`src/rtl/bit_serializer.sv`:
```
// bit_serializer
//   Parallel-to-serial converter. Accepts WIDTH-bit words through a
//   valid/ready handshake into a one-entry holding register. It then shifts
//   each word out one bit per clock, starting with either the MSB or the LSB.
//   A word that is already held is started in the cycle right after the
//   previous word's last bit, so consecutive words stream with no gap.
//
// Parameters
//   WIDTH      bits per parallel word (1..32)
//   MSB_FIRST  1: din[WIDTH-1] leaves first, 0: din[0] leaves first
//
// Ports
//   clk         sole clock, rising edge
//   reset       synchronous, active-high
//   din         parallel word to serialize
//   din_valid   din holds a word to transfer
//   din_ready   block can accept din this cycle (combinational)
//   dout        serial bit, registered, 0 when dout_valid=0
//   dout_valid  dout carries a data bit this cycle
//   word_done   pulse coincident with the last bit of each word
//   busy        a word is held or being shifted

module bit_serializer #(
  parameter int WIDTH     = 8,
  parameter bit MSB_FIRST = 1'b1
) (
  input  logic             clk,
  input  logic             reset,
  input  logic [WIDTH-1:0] din,
  input  logic             din_valid,
  output logic             din_ready,
  output logic             dout,
  output logic             dout_valid,
  output logic             word_done,
  output logic             busy
);

  localparam int            CW   = (WIDTH > 1) ? $clog2(WIDTH) : 1;
  localparam logic [CW-1:0] LAST = CW'(WIDTH - 1);

  typedef enum logic {IDLE, SHIFT} state_t;

  state_t           state, state_next;
  logic [WIDTH-1:0] hold_reg;
  logic             hold_full;
  logic [WIDTH-1:0] shift_reg, shift_next, shifted;
  logic [CW-1:0]    cnt, cnt_next;
  logic             dout_next, dout_valid_next, word_done_next;
  logic             xfer, accept;

  // The held word moves into the shifter when the shifter is empty, or when
  // the bit now on dout is the last bit of the current word.
  assign xfer      = hold_full && ((state == IDLE) || (cnt == LAST));
  assign din_ready = !reset && (!hold_full || xfer);
  assign accept    = din_valid && din_ready;
  assign busy      = dout_valid || hold_full;

  // Holding register. A new word may be captured on the same edge that the
  // old held word moves into the shifter, so an accept takes priority over
  // clearing the full flag.
  always_ff @(posedge clk) begin
    if (reset) begin
      hold_reg  <= '0;
      hold_full <= 1'b0;
    end else if (accept) begin
      hold_reg  <= din;
      hold_full <= 1'b1;
    end else if (xfer) begin
      hold_full <= 1'b0;
    end
  end

  // State, shifter, counter and the registered serial outputs.
  always_ff @(posedge clk) begin
    if (reset) begin
      state      <= IDLE;
      shift_reg  <= '0;
      cnt        <= '0;
      dout       <= 1'b0;
      dout_valid <= 1'b0;
      word_done  <= 1'b0;
    end else begin
      state      <= state_next;
      shift_reg  <= shift_next;
      cnt        <= cnt_next;
      dout       <= dout_next;
      dout_valid <= dout_valid_next;
      word_done  <= word_done_next;
    end
  end

  // Next-state logic. The shifter keeps the bit currently on dout at its
  // outgoing end, so the next bit is read from the shifted value.
  always_comb begin
    state_next      = state;
    shift_next      = shift_reg;
    cnt_next        = cnt;
    dout_next       = 1'b0;
    dout_valid_next = 1'b0;
    word_done_next  = 1'b0;
    shifted         = MSB_FIRST ? (shift_reg << 1) : (shift_reg >> 1);

    if (xfer) begin
      state_next      = SHIFT;
      shift_next      = hold_reg;
      cnt_next        = '0;
      dout_next       = MSB_FIRST ? hold_reg[WIDTH-1] : hold_reg[0];
      dout_valid_next = 1'b1;
      word_done_next  = (WIDTH == 1);
    end else begin
      case (state)
        IDLE: begin
          state_next = IDLE;
        end
        SHIFT: begin
          if (cnt == LAST) begin
            state_next = IDLE;
            shift_next = '0;
            cnt_next   = '0;
          end else begin
            shift_next      = shifted;
            cnt_next        = cnt + CW'(1);
            dout_next       = MSB_FIRST ? shifted[WIDTH-1] : shifted[0];
            dout_valid_next = 1'b1;
            word_done_next  = ((cnt + CW'(1)) == LAST);
          end
        end
        default: begin
          state_next = IDLE;
        end
      endcase
    end
  end

endmodule

```
`config.mk`:
```
export PLATFORM = sky130hd
export DESIGN_NAME = bit_serializer
export DESIGN_NICKNAME = d
export VERILOG_FILES = /design/src/rtl/bit_serializer.sv
export SDC_FILE = /design/constraint.sdc
export NUM_CORES = 1
export LEC_CHECK = 0
export BUFFER_PORTS_ARGS = -buffer_cell sky130_fd_sc_hd__buf_4
export CAP_MARGIN = 10
export CORE_ASPECT_RATIO = 0.75
export CORE_MARGIN = 2
export CORE_UTILIZATION = 45
export DETAILED_ROUTE_END_ITERATION = 7
export GPL_TIMING_DRIVEN = 0
export MAX_ROUTING_LAYER = met4
export PLACE_DENSITY = 0.75
export SYNTH_ARGS = -nofsm -noshare
export SYNTH_HDL_FRONTEND = slang
export SYNTH_SLANG_ARGS = --single-unit
```
`constraint.sdc`:
```
create_clock -name clk -period 1.6 [get_ports clk]
set_input_delay 0.24 -clock clk [delete_from_list [all_inputs] [get_ports clk]]
set_output_delay 0.24 -clock clk [all_outputs]
set_load 0.02 [all_outputs]
```
Word level (Yosys, flattened, before mapping)
Index checks and enable logic that the tools add are counted.

Reductions and logical operators: 12. Bitwise gates (word level): 1. Eq/ne operators: 2. Add/subtract/negate cells: 1. Muxes and demuxes: 14.

Operators with widths (number): two-way mux 7 bit (3); two-way mux 1 bit (9); equality test 3 bit, second input constant (2); nonzero test 2 bit (2); OR reduction 4 bit (1); adder 3 x 1 -> 3 bit, second input constant (1); logical AND 1 bit (3); logical OR 1 bit (3); two-way mux 3 bit (1); zero test 1 bit (2); one-hot mux 1 bit (2 select lines) (1); OR reduction 2 bit (1); inverter 1 bit (1).

Register bits: 23. Bits of input ports: 11.

Depth between registers and ports, before layout
Gate-level depths: netlist of run 1.

Word-level depth: 7. Depth in mapped cells: 6.

Worst setup path before layout of run 1
Ideal clock, no wire load.

Kind: register to output. Start: reg cnt[1]. End: out din_ready. Setup slack: 9 ps. Cell stages (with the launch flop): 6. Data required time: 1360 ps. Arrival: 1351 ps. Path through: dfxtp_1 -> ha_1 -> ha_1 -> and2b_4 -> buf_4 -> a21oi_1.

Longest elaborated chain between the ends: 5.

RTL lines: start, declared (line 47) `logic [CW-1:0] cnt, cnt_next;`; start signal, assigned (line 85) `cnt <= cnt_next;`; equality test 3 bit (line 53) `assign xfer = hold_full && ((state == IDLE) || (cnt == LAST));`; logical OR 1 bit (line 53); logical AND 1 bit (line 53); logical OR 1 bit (line 54) `assign din_ready = !reset && (!hold_full || xfer);`; logical AND 1 bit (line 54); end, declared (line 31) `output logic din_ready,`.

No other way between the ends.

Worst setup path in the final report of run 1
Ends and elaborated chain as after synthesis.

==> results of run 1 <==
cell families (layout without fill, tap and decap cells):
| kind of cell | count (synthesis) | in the layout | synth area share [%] |
|---|---|---|---|
| multiplexers | 9 | 9 | 10.7 |
| AND/OR/NAND/NOR | 32 | 32 | 20.5 |
| AO/OA/AOI/OAI | 17 | 17 | 13.5 |
| flip-flops | 22 | 22 | 47.1 |
| buffers and inverters | 7 | 36 | 4.28 |
| adder cells (fa/ha/maj) | 3 | 3 | 4.01 |
power breakdown:
group / total [mW] / switching (mW) / leakage [nW] / internal, mW
Sequential: 0.604 / 0.0222 / 0.181 / 0.582
Combinational: 0.205 / 0.0910 / 0.359 / 0.114
Clock: 0.302 / 0.163 / 0.0210 / 0.139
Total: 1.11 / 0.276 / 0.561 / 0.835
critical path: cells and delay by family (launching register included):
kind / cells / cell delay (ns)
AOI/OAI and AO/OA: 1 / 0.05
and+or+nand+nor: 1 / 0.27
buffers and inverters: 1 / 0.13
adders and majority gates: 2 / 0.31
DFF: 1 / 0.36
area by class of cell:
| type | count | share of cell area (%) |
|---|---|---|
| Buffer | 3 | 1.68 |
| Clock buffer | 4 | 2.86 |
| Inverter | 3 | 0.888 |
| Multi-Input combinational cell | 61 | 41.6 |
| Sequential cell | 22 | 34.9 |
| Tap cell | 24 | 2.37 |
| Timing Repair Buffer | 26 | 15.7 |
metal layers:
metal  vias up  wire length (um)
li1        379                 -
met1       362               899
met2        18               889
met3         4               102
met4         0                27
met5         -                 0
worst max path at each step:
stage / depth (start not counted) / end / start / slack, ns
finish: 5 / din_ready / cnt[1] / -0.07
global route: 5 / din_ready / cnt[1] / -0.13
global placement: 6 / din_ready / cnt[0] / -0.03
detailed placement: 6 / din_ready / cnt[0] / -0.05
CTS: 6 / din_ready / cnt[1] / -0.16
floorplan: 5 / din_ready / cnt[1] / 0.009
repair_timing:
item | CTS | global route
buffers inserted | 6 | 5
setup endpoints to repair | 11 | 11
pin swaps | 3 | 2
gates resized for setup | 17 | 2
placed cells by master (no fill, tap or decap), drive strengths merged, types with 4 or more instances in the layout:
cell | Yosys | final
clkbuf | 0 | 4
mux2 | 8 | 8
a21oi | 7 | 7
nand3 | 4 | 4
nor2 | 9 | 9
dfxtp | 22 | 22
nor2b | 8 | 8
buf | 4 | 29
through the flow:
stage                     util, %  setup WS, ns  cell area (um^2)  instances  power [mW]
after floorplan                 -       0.00943               936         90       0.719
final                        64.0       -0.0707              1270        143        1.11
after global routing         64.0        -0.125              1270        143        1.17
after detailed placement     54.5       -0.0519              1080        129       0.775
after CTS                    62.1        -0.155              1230        139        1.11
after global placement       54.5       -0.0256              1080        129       0.767
==> flow_metrics.py, run 1 <==
metrics = {
    "global_route": {
        "grt_use_met3_pct": 6.87,
        "grt_busiest_layer": "met2",
        "grt_max_degree": 13,
        "grt_util_met1_pct": 21.2,
        "grt.total_usage_pct": 17.6,
        "grt_pass1_vias": 736,
        "grt_overflow": 0,
        "antenna_found_initial": 0,
        "grtUsageMet2_pct": 27.7,
        "grt_pass1_wl_um": 3220,
    },
    "finish": {
        "drive_gt1_share_pct": 43.7,
        "area_delta_synth_final_pct": 35.4,
        "final.fill_count": 165,
        "largest_register_ffs": 8,
        "finalNetCount": 134,
        "ff_latch_area_um2": 443,
        "multi_input_area_um2": 527,
        "antenna_cells": 0,
    },
    "worst_setup_path": {
        "r2r_cells": 6,
        "ff2ff_setup_slack_ns": -0.06,
        "endpoint_kind": "output port",
        "crit_type": "register to output port",
        "path_cells": "ha_4 -> ha_4 -> and2b_4 -> a21oi_4 -> buf_6",
        "r2r-start": "cnt[1]",
        "arrival_ns": 1.43,
        "required_ns": 1.36,
        "start_kind": "register",
        "crit_slowest_cell": "dfxtp_2",
        "cpMostUsedCell": "ha_4",
        "max_stage_delay_ns": 0.36,
        "r2r-end": "hold_reg[2]",
        "crit_path_max_fanout": 3,
    },
    "worst_hold_path": {
        "min_path_type": "input port to register",
        "holdPathStages": 2,
        "min_to": "hold_reg[5]",
        "hp-start": "din[5]",
    },
    "floorplan": {
        "die_width_um": 56.7,
        "die_area_mm2": 0.00246,
        "dieHeight_um": 43.5,
        "row_count": 14,
        "ioPinCount": 16,
        "start_util_pct": 47.3,
        "coreArea_mm2": 0.00198,
    },
    "yosys": {
        "yosysTopAreaCellShare_pct": 47.1,
        "synthTopCellsByArea": "dfxtp_1, mux2_2, nor2b_1, ha_1, a21oi_1",
        "synthArstFlopShare_pct": 0,
        "avgSynthCellArea_um2": 10.4,
        "synth.distinct_cells": 27,
        "synth_area_leader_cell": "dfxtp_1",
        "synthTopCellsByCount": "dfxtp_1, mux2_2, nor2_1, nor2b_1, a21oi_1",
        "synth_warnings": 0,
        "synth_nets": 104,
        "synth_edf_count": 0,
        "ys.flop_type": "dfxtp_1",
        "synth-seq-cells": 22,
        "yosysSeqAreaShare_pct": 47.1,
        "syn_inst": 90,
        "syn-cell-area_um2": 936,
        "synth_most_common_cell": "dfxtp_1",
    },
    "route": {
        "post-route-drc-count": 0,
        "first_pass_iters": 4,
        "drt_iter0_drc": 11,
        "ant_nets": 0,
        "wirelength_um": 1920,
        "wl_per_cell_um": 13.4,
        "avgViaCountPerCell": 5.34,
        "vias": 763,
    },
    "power_and_ir_drop": {
        "power_density_mw_per_mm2": 876,
        "leakage_nw": 0.561,
        "ir_drop_mv": 0.680,
    },
    "placement": {
        "gp_congestion": 0.794,
        "port_buffers": 15,
        "detailed_place_hpwl_um": 1320,
    },
    "sta": {
        "tightest_slew_ns": 0.328,
        "fin_crit_ns": 1.67,
        "hold_viol_final": 0,
        "slew_headroom_pct": 78.1,
        "slew_viol_final": 0,
        "setup_violations": 9,
        "finalSetupTns_ns": -0.480,
        "rsz0062_at_grt": "yes",
        "fin_crit_sh_pct": 104,
        "max_freq_ghz": 0.599,
        "fin_ws_ns": -0.0707,
        "fin_hold_ws_ns": 0.156,
        "finClkSkew_ns": 0.00591,
    },
    "clock_network": {
        "cts_made_buffers": 3,
        "cts-root-buf": "clkbuf_4",
        "cts_sinks": 22,
        "worstSkewPairLatency_ns": 0.31,
        "holdBufCountCts": 0,
        "path_clk_slew_ns": 0.12,
        "tritoncts": "done",
        "clk_path_buf_depth": 2,
        "htreeDepth": 1,
    },
    "run": {
        "drv_cap": 0,
    },
    "run_status": {
        "outcome": "complete, but fails checks",
        "violations": "negative setup slack",
    },
}
Note: power is estimated with default switching activity, not from simulation.
==> run 2: changes to the inputs <==
--- a/config.mk
+++ b/config.mk
@@ -9,11 +9,12 @@
 export CAP_MARGIN = 10
 export CORE_ASPECT_RATIO = 0.75
 export CORE_MARGIN = 2
-export CORE_UTILIZATION = 45
+export CORE_UTILIZATION = 47
 export DETAILED_ROUTE_END_ITERATION = 7
 export GPL_TIMING_DRIVEN = 0
 export MAX_ROUTING_LAYER = met4
-export PLACE_DENSITY = 0.75
+export PLACE_DENSITY = 0.77
+export RECOVER_POWER = 25
 export SYNTH_ARGS = -nofsm -noshare
 export SYNTH_HDL_FRONTEND = slang
 export SYNTH_SLANG_ARGS = --single-unit
==> flow_metrics.py, run 2 (same netlist as run 1, synthesis figures left out) <==
metrics = {
    "sta": {
        "fin_crit_ns": 1.67,
        "fin_ws_ns": -0.0749,
        "setup_violations": 10,
        "slew_headroom_pct": 79.2,
        "finalSetupTns_ns": -0.387,
        "hold_viol_final": 0,
        "max_freq_ghz": 0.597,
        "slew_viol_final": 0,
        "finClkSkew_ns": 0.00274,
        "tightest_slew_ns": 0.311,
        "fin_crit_sh_pct": 105,
        "rsz0062_at_grt": "yes",
        "fin_hold_ws_ns": 0.144,
    },
    "floorplan": {
        "die_width_um": 55.5,
        "dieHeight_um": 42.6,
        "coreArea_mm2": 0.00181,
        "start_util_pct": 51.8,
        "row_count": 13,
        "ioPinCount": 16,
        "die_area_mm2": 0.00237,
    },
    "clock_network": {
        "htreeDepth": 1,
        "cts_sinks": 22,
        "clk_path_buf_depth": 2,
        "cts_made_buffers": 3,
        "cts-root-buf": "clkbuf_4",
        "tritoncts": "done",
        "worstSkewPairLatency_ns": 0.31,
        "path_clk_slew_ns": 0.12,
    },
    "placement": {
        "post-place-ws_ns": -0.0385,
        "place_area_mm2": 0.00108,
        "port_buffers": 15,
        "post-place-cells": 127,
        "gp_congestion": 0.822,
        "detailed_place_hpwl_um": 1250,
    },
    "global_route": {
        "antenna_found_initial": 0,
        "grt_busiest_layer": "met2",
        "grt_overflow": 0,
        "grt_util_met1_pct": 22.0,
        "grtUsageMet2_pct": 26.9,
        "grt.total_usage_pct": 17.4,
        "grt_use_met3_pct": 6.79,
        "grt_max_degree": 13,
        "grt_pass1_wl_um": 3110,
        "grt_pass1_vias": 691,
    },
    "finish": {
        "finalNetCount": 129,
        "antenna_cells": 0,
        "largest_register_ffs": 8,
        "mostFrequentLayoutCells": "dfxtp_1, buf_4, nor2_1, nor2b_1, mux2_4",
        "drive_gt1_share_pct": 40.4,
        "area_delta_synth_final_pct": 29.8,
        "final_cells": 136,
        "final.fill_count": 159,
        "mostFrequentLayoutCell": "dfxtp_1",
        "final_area_mm2": 0.00121,
    },
    "route": {
        "wl_per_cell_um": 13.7,
        "post-route-drc-count": 0,
        "ant_nets": 0,
        "wirelength_um": 1860,
        "drt_iter0_drc": 19,
        "vias": 745,
        "first_pass_iters": 4,
        "avgViaCountPerCell": 5.48,
    },
    "run_status": {
        "outcome": "complete, but fails checks",
        "violations": "negative setup slack",
    },
    "worst_setup_path": {
        "cpMostUsedCell": "ha_4",
        "max_stage_delay_ns": 0.36,
        "crit_path_max_fanout": 2,
        "arrival_ns": 1.43,
        "crit_type": "register to output port",
        "required_ns": 1.36,
        "path_cells": "ha_4 -> ha_4 -> and2b_4 -> a21oi_2 -> buf_4",
        "endpoint_kind": "output port",
        "crit_slowest_cell": "dfxtp_2",
        "start_kind": "register",
    },
    "run": {
        "drv_cap": 0,
    },
    "power_and_ir_drop": {
        "power_density_mw_per_mm2": 907,
        "leakage_nw": 0.531,
        "ir_drop_mv": 0.663,
    },
    "worst_hold_path": {
        "min_path_type": "input port to register",
    },
}
run 2: changes by cell type in the layout (fill, tap and decap cells not counted), sizes merged:
| cell | before | now |
|---|---|---|
| buf | 29 | 22 |
| clkbuf | 4 | 6 |
run 2: worst paths after layout:
kind               start           end  slack (ns)  cells past startpoint
min reg2reg  hold_reg[5]  shift_reg[5]        0.48                      2
max               cnt[0]     din_ready       -0.07                      5
max reg2reg       cnt[0]   hold_reg[7]       -0.04                      6
min               din[4]   hold_reg[4]        0.14                      2
run 2: timing repair:
action | CTS | global route
gates resized for setup | 16 | 2
hold buffers | 0 | 0
pin swaps | 3 | 4
setup endpoints to repair | 10 | 11
setup buffers | 5 | 1
run 2: stage by stage:
step / total power [mW] / utilization (%)
2_1_floorplan: 0.719 / -
3_3_place_gp: 0.768 / 59.6
3_5_place_dp: 0.775 / 59.6
4_1_cts: 1.10 / 67.3
5_1_grt: 1.15 / 67.3
6_report: 1.10 / 67.3
run 2: layout make-up:
class	instances	area, um^2	share of cell area [%]
multi-input combinational	61	526	43.3
buffer	3	21.3	1.75
timing repair buffer	21	150	12.4
sequential	22	443	36.5
clock buffer	4	36.3	2.99
tap	22	27.5	2.27
inverter	3	11.3	0.927
run 2: critical path, delay by kind of cell (launching register included):
kind / cells / cell delay (ns)
DFF: 1 / 0.36
adders and majority gates: 2 / 0.31
and+or+nand+nor: 1 / 0.25
buffers and inverters: 1 / 0.16
AOI/OAI and AO/OA: 1 / 0.05
run 2: power by group:
group | leakage (nW) | switching, mW | internal, mW
Combinational | 0.329 | 0.0876 | 0.101
Clock | 0.0210 | 0.169 | 0.139
Sequential | 0.181 | 0.0232 | 0.582
Total | 0.531 | 0.280 | 0.823
run 2: layer usage:
layer / vias to the layer above / part of all wire [%] / wire [um]
met2: 25 / 45 / 846
met1: 352 / 47 / 877
li1: 365 / - / -
met5: - / 0 / 0
met3: 3 / 6.9 / 128
met4: 0 / 0.59 / 11
==> run 3: changes to the inputs <==
--- a/config.mk
+++ b/config.mk
@@ -9,11 +9,11 @@
 export CAP_MARGIN = 10
 export CORE_ASPECT_RATIO = 0.75
 export CORE_MARGIN = 2
-export CORE_UTILIZATION = 47
+export CORE_UTILIZATION = 53
 export DETAILED_ROUTE_END_ITERATION = 7
 export GPL_TIMING_DRIVEN = 0
 export MAX_ROUTING_LAYER = met4
-export PLACE_DENSITY = 0.77
+export PLACE_DENSITY = 0.82
 export RECOVER_POWER = 25
 export SYNTH_ARGS = -nofsm -noshare
 export SYNTH_HDL_FRONTEND = slang
==> constraint.sdc (replaced) <==
create_clock -name clk -period 1.7 [get_ports clk]
set_input_delay 0.255 -clock clk [delete_from_list [all_inputs] [get_ports clk]]
set_output_delay 0.255 -clock clk [all_outputs]
set_load 0.02 [all_outputs]
==> flow_metrics.py, run 3 (same netlist as run 1, synthesis figures left out) <==
metrics = {
    "floorplan": {
        "dieHeight_um": 40.4,
        "start_util_pct": 55.3,
        "die_area_mm2": 0.00212,
        "row_count": 13,
        "ioPinCount": 16,
        "die_width_um": 52.5,
        "coreArea_mm2": 0.00169,
    },
    "worst_setup_path": {
        "r2r-start": "cnt[1]",
        "max_stage_delay_ns": 0.36,
        "worst-path-stages": 5,
        "ff2ff_setup_slack_ns": 0.15,
        "path_buf_inv": 1,
        "crit_slowest_cell": "dfxtp_2",
        "path_delay_family": "flip-flops",
        "path_cells": "ha_4 -> ha_4 -> and2b_4 -> a21oi_2 -> buf_6",
        "required_ns": 1.44,
        "critPathLaunch": "cnt[1]",
        "cpMostUsedCell": "ha_4",
        "start_kind": "register",
        "crit_type": "register to output port",
        "r2r_cells": 5,
        "endpoint_kind": "output port",
        "arrival_ns": 1.43,
        "crit_path_max_fanout": 4,
    },
    "clock_network": {
        "path_clk_slew_ns": 0.12,
        "holdBufCountCts": 0,
        "cts_sinks": 22,
        "tritoncts": "done",
        "htreeDepth": 1,
        "cts_made_buffers": 3,
        "clk_path_buf_depth": 2,
        "worstSkewPairLatency_ns": 0.30,
        "cts-root-buf": "clkbuf_4",
    },
    "sta": {
        "slew_headroom_pct": 77.7,
        "setup_violations": 0,
        "tightest_slew_ns": 0.334,
        "max_freq_ghz": 0.592,
        "slew_viol_final": 0,
        "rsz0062_at_grt": "yes",
        "hold_viol_final": 0,
        "fin_ws_ns": 0.0105,
        "fin_crit_ns": 1.69,
        "finClkSkew_ns": 0.0106,
        "fin_crit_sh_pct": 99.4,
    },
    "global_route": {
        "grt_max_degree": 12,
        "grt_pass1_vias": 660,
        "grt.total_usage_pct": 21.0,
        "grt_util_met1_pct": 23.4,
        "grt_use_met3_pct": 7.84,
        "grt_overflow": 0,
        "antenna_found_initial": 0,
        "grt_pass1_wl_um": 2990,
        "grt_busiest_layer": "met2",
        "grtUsageMet2_pct": 36.9,
    },
    "power_and_ir_drop": {
        "power_density_mw_per_mm2": 841,
        "power_frac_comb_pct": 16.4,
        "sw_frac_of_total_pct": 25.7,
        "ir_drop_mv": 0.852,
        "switchingPower_mw": 0.246,
        "clkPwrFrac_pct": 24.0,
        "seq_power_share_pct": 59.5,
        "totalPowerFinal_mw": 0.958,
        "power.internal_mw": 0.712,
        "leakage_nw": 0.471,
    },
    "route": {
        "wl_per_cell_um": 13.7,
        "wirelength_um": 1790,
        "vias": 712,
        "avgViaCountPerCell": 5.44,
        "drt_iter0_drc": 11,
        "first_pass_iters": 4,
        "ant_nets": 0,
        "post-route-drc-count": 0,
    },
    "finish": {
        "finalNetCount": 125,
        "final.fill_count": 155,
        "area_delta_synth_final_pct": 21.7,
        "mostFrequentLayoutCells": "dfxtp_1, buf_4, nor2_1, nor2b_1, mux2_2",
        "largest_register_ffs": 8,
        "drive_gt1_share_pct": 36.7,
        "antenna_cells": 0,
        "mostFrequentLayoutCell": "dfxtp_1",
    },
    "run_status": {
        "outcome": "finished, final reports clean",
    },
    "worst_hold_path": {
        "min_path_type": "input port to register",
        "holdPathStages": 2,
        "hp-start": "din[6]",
    },
    "placement": {
        "gp_congestion": 0.788,
        "detailed_place_hpwl_um": 1350,
        "post-place-ws_ns": 0.0101,
        "port_buffers": 15,
    },
    "run": {
        "drv_cap": 0,
    },
}
run 3: cell count changes in the layout (fill, tap and decap cells not counted), sizes merged:
cell | before | now
clkbuf | 6 | 5
buf | 22 | 18
run 3: power groups by stage:
stage                     logic [mW]  registers [mW]  clock network (mW)
after floorplan                0.101           0.576                   0
after global placement         0.145           0.577                   0
after detailed placement       0.152           0.580                   0
after CTS                      0.156           0.570               0.234
after global routing           0.176           0.573               0.251
final                          0.157           0.570               0.230
run 3: final timing paths:
path	end
max	din_ready
min reg2reg	dout
min	hold_reg[6]
max reg2reg	hold_reg[1]
run 3: per-layer routing:
| layer | up-vias | wire length (um) |
|---|---|---|
| met5 | - | 0 |
| met4 | 0 | 9 |
| met3 | 2 | 89 |
| met2 | 18 | 910 |
| met1 | 333 | 784 |
| li1 | 359 | - |
run 3: layout make-up:
cell class / instances / area [um^2] / share of cell area, %
sequential: 22 / 443 / 38.9
timing repair buffer: 17 / 124 / 10.9
inverter: 3 / 11.3 / 0.989
buffer: 3 / 21.3 / 1.87
clock buffer: 3 / 22.5 / 1.98
tap: 22 / 27.5 / 2.42
multi-input combinational: 61 / 489 / 43.0
run 3: stage by stage:
stage | hold slack (ns) | instance area [um^2] | utilization [%] | cells | TNS (ns)
floorplan | 0.384 | 936 | - | 90 | 0
global placement | 0.449 | 1080 | 63.6 | 127 | 0
CTS | 0.168 | 1140 | 67.3 | 131 | -0.0219
global route | 0.158 | 1140 | 67.3 | 131 | -0.0375
detailed placement | 0.445 | 1080 | 63.6 | 127 | 0
finish | 0.174 | 1140 | 67.3 | 131 | 0
run 3: worst reg2reg max path, stage by stage (launching register included):
cell and delay, ns:
dfxtp_2 0.36, ha_4 0.16, ha_4 0.16, nand3b_1 0.22
nand3b_4 0.19, mux2_2 0.35
run 3: repair_timing:
item                                    in CTS  in global routing
pin swaps                                    0                  2
endpoints found under the setup margin       2                  2
gates cloned                                 0                  0
setup buffers                                2                  0
resized for setup                            7                  2
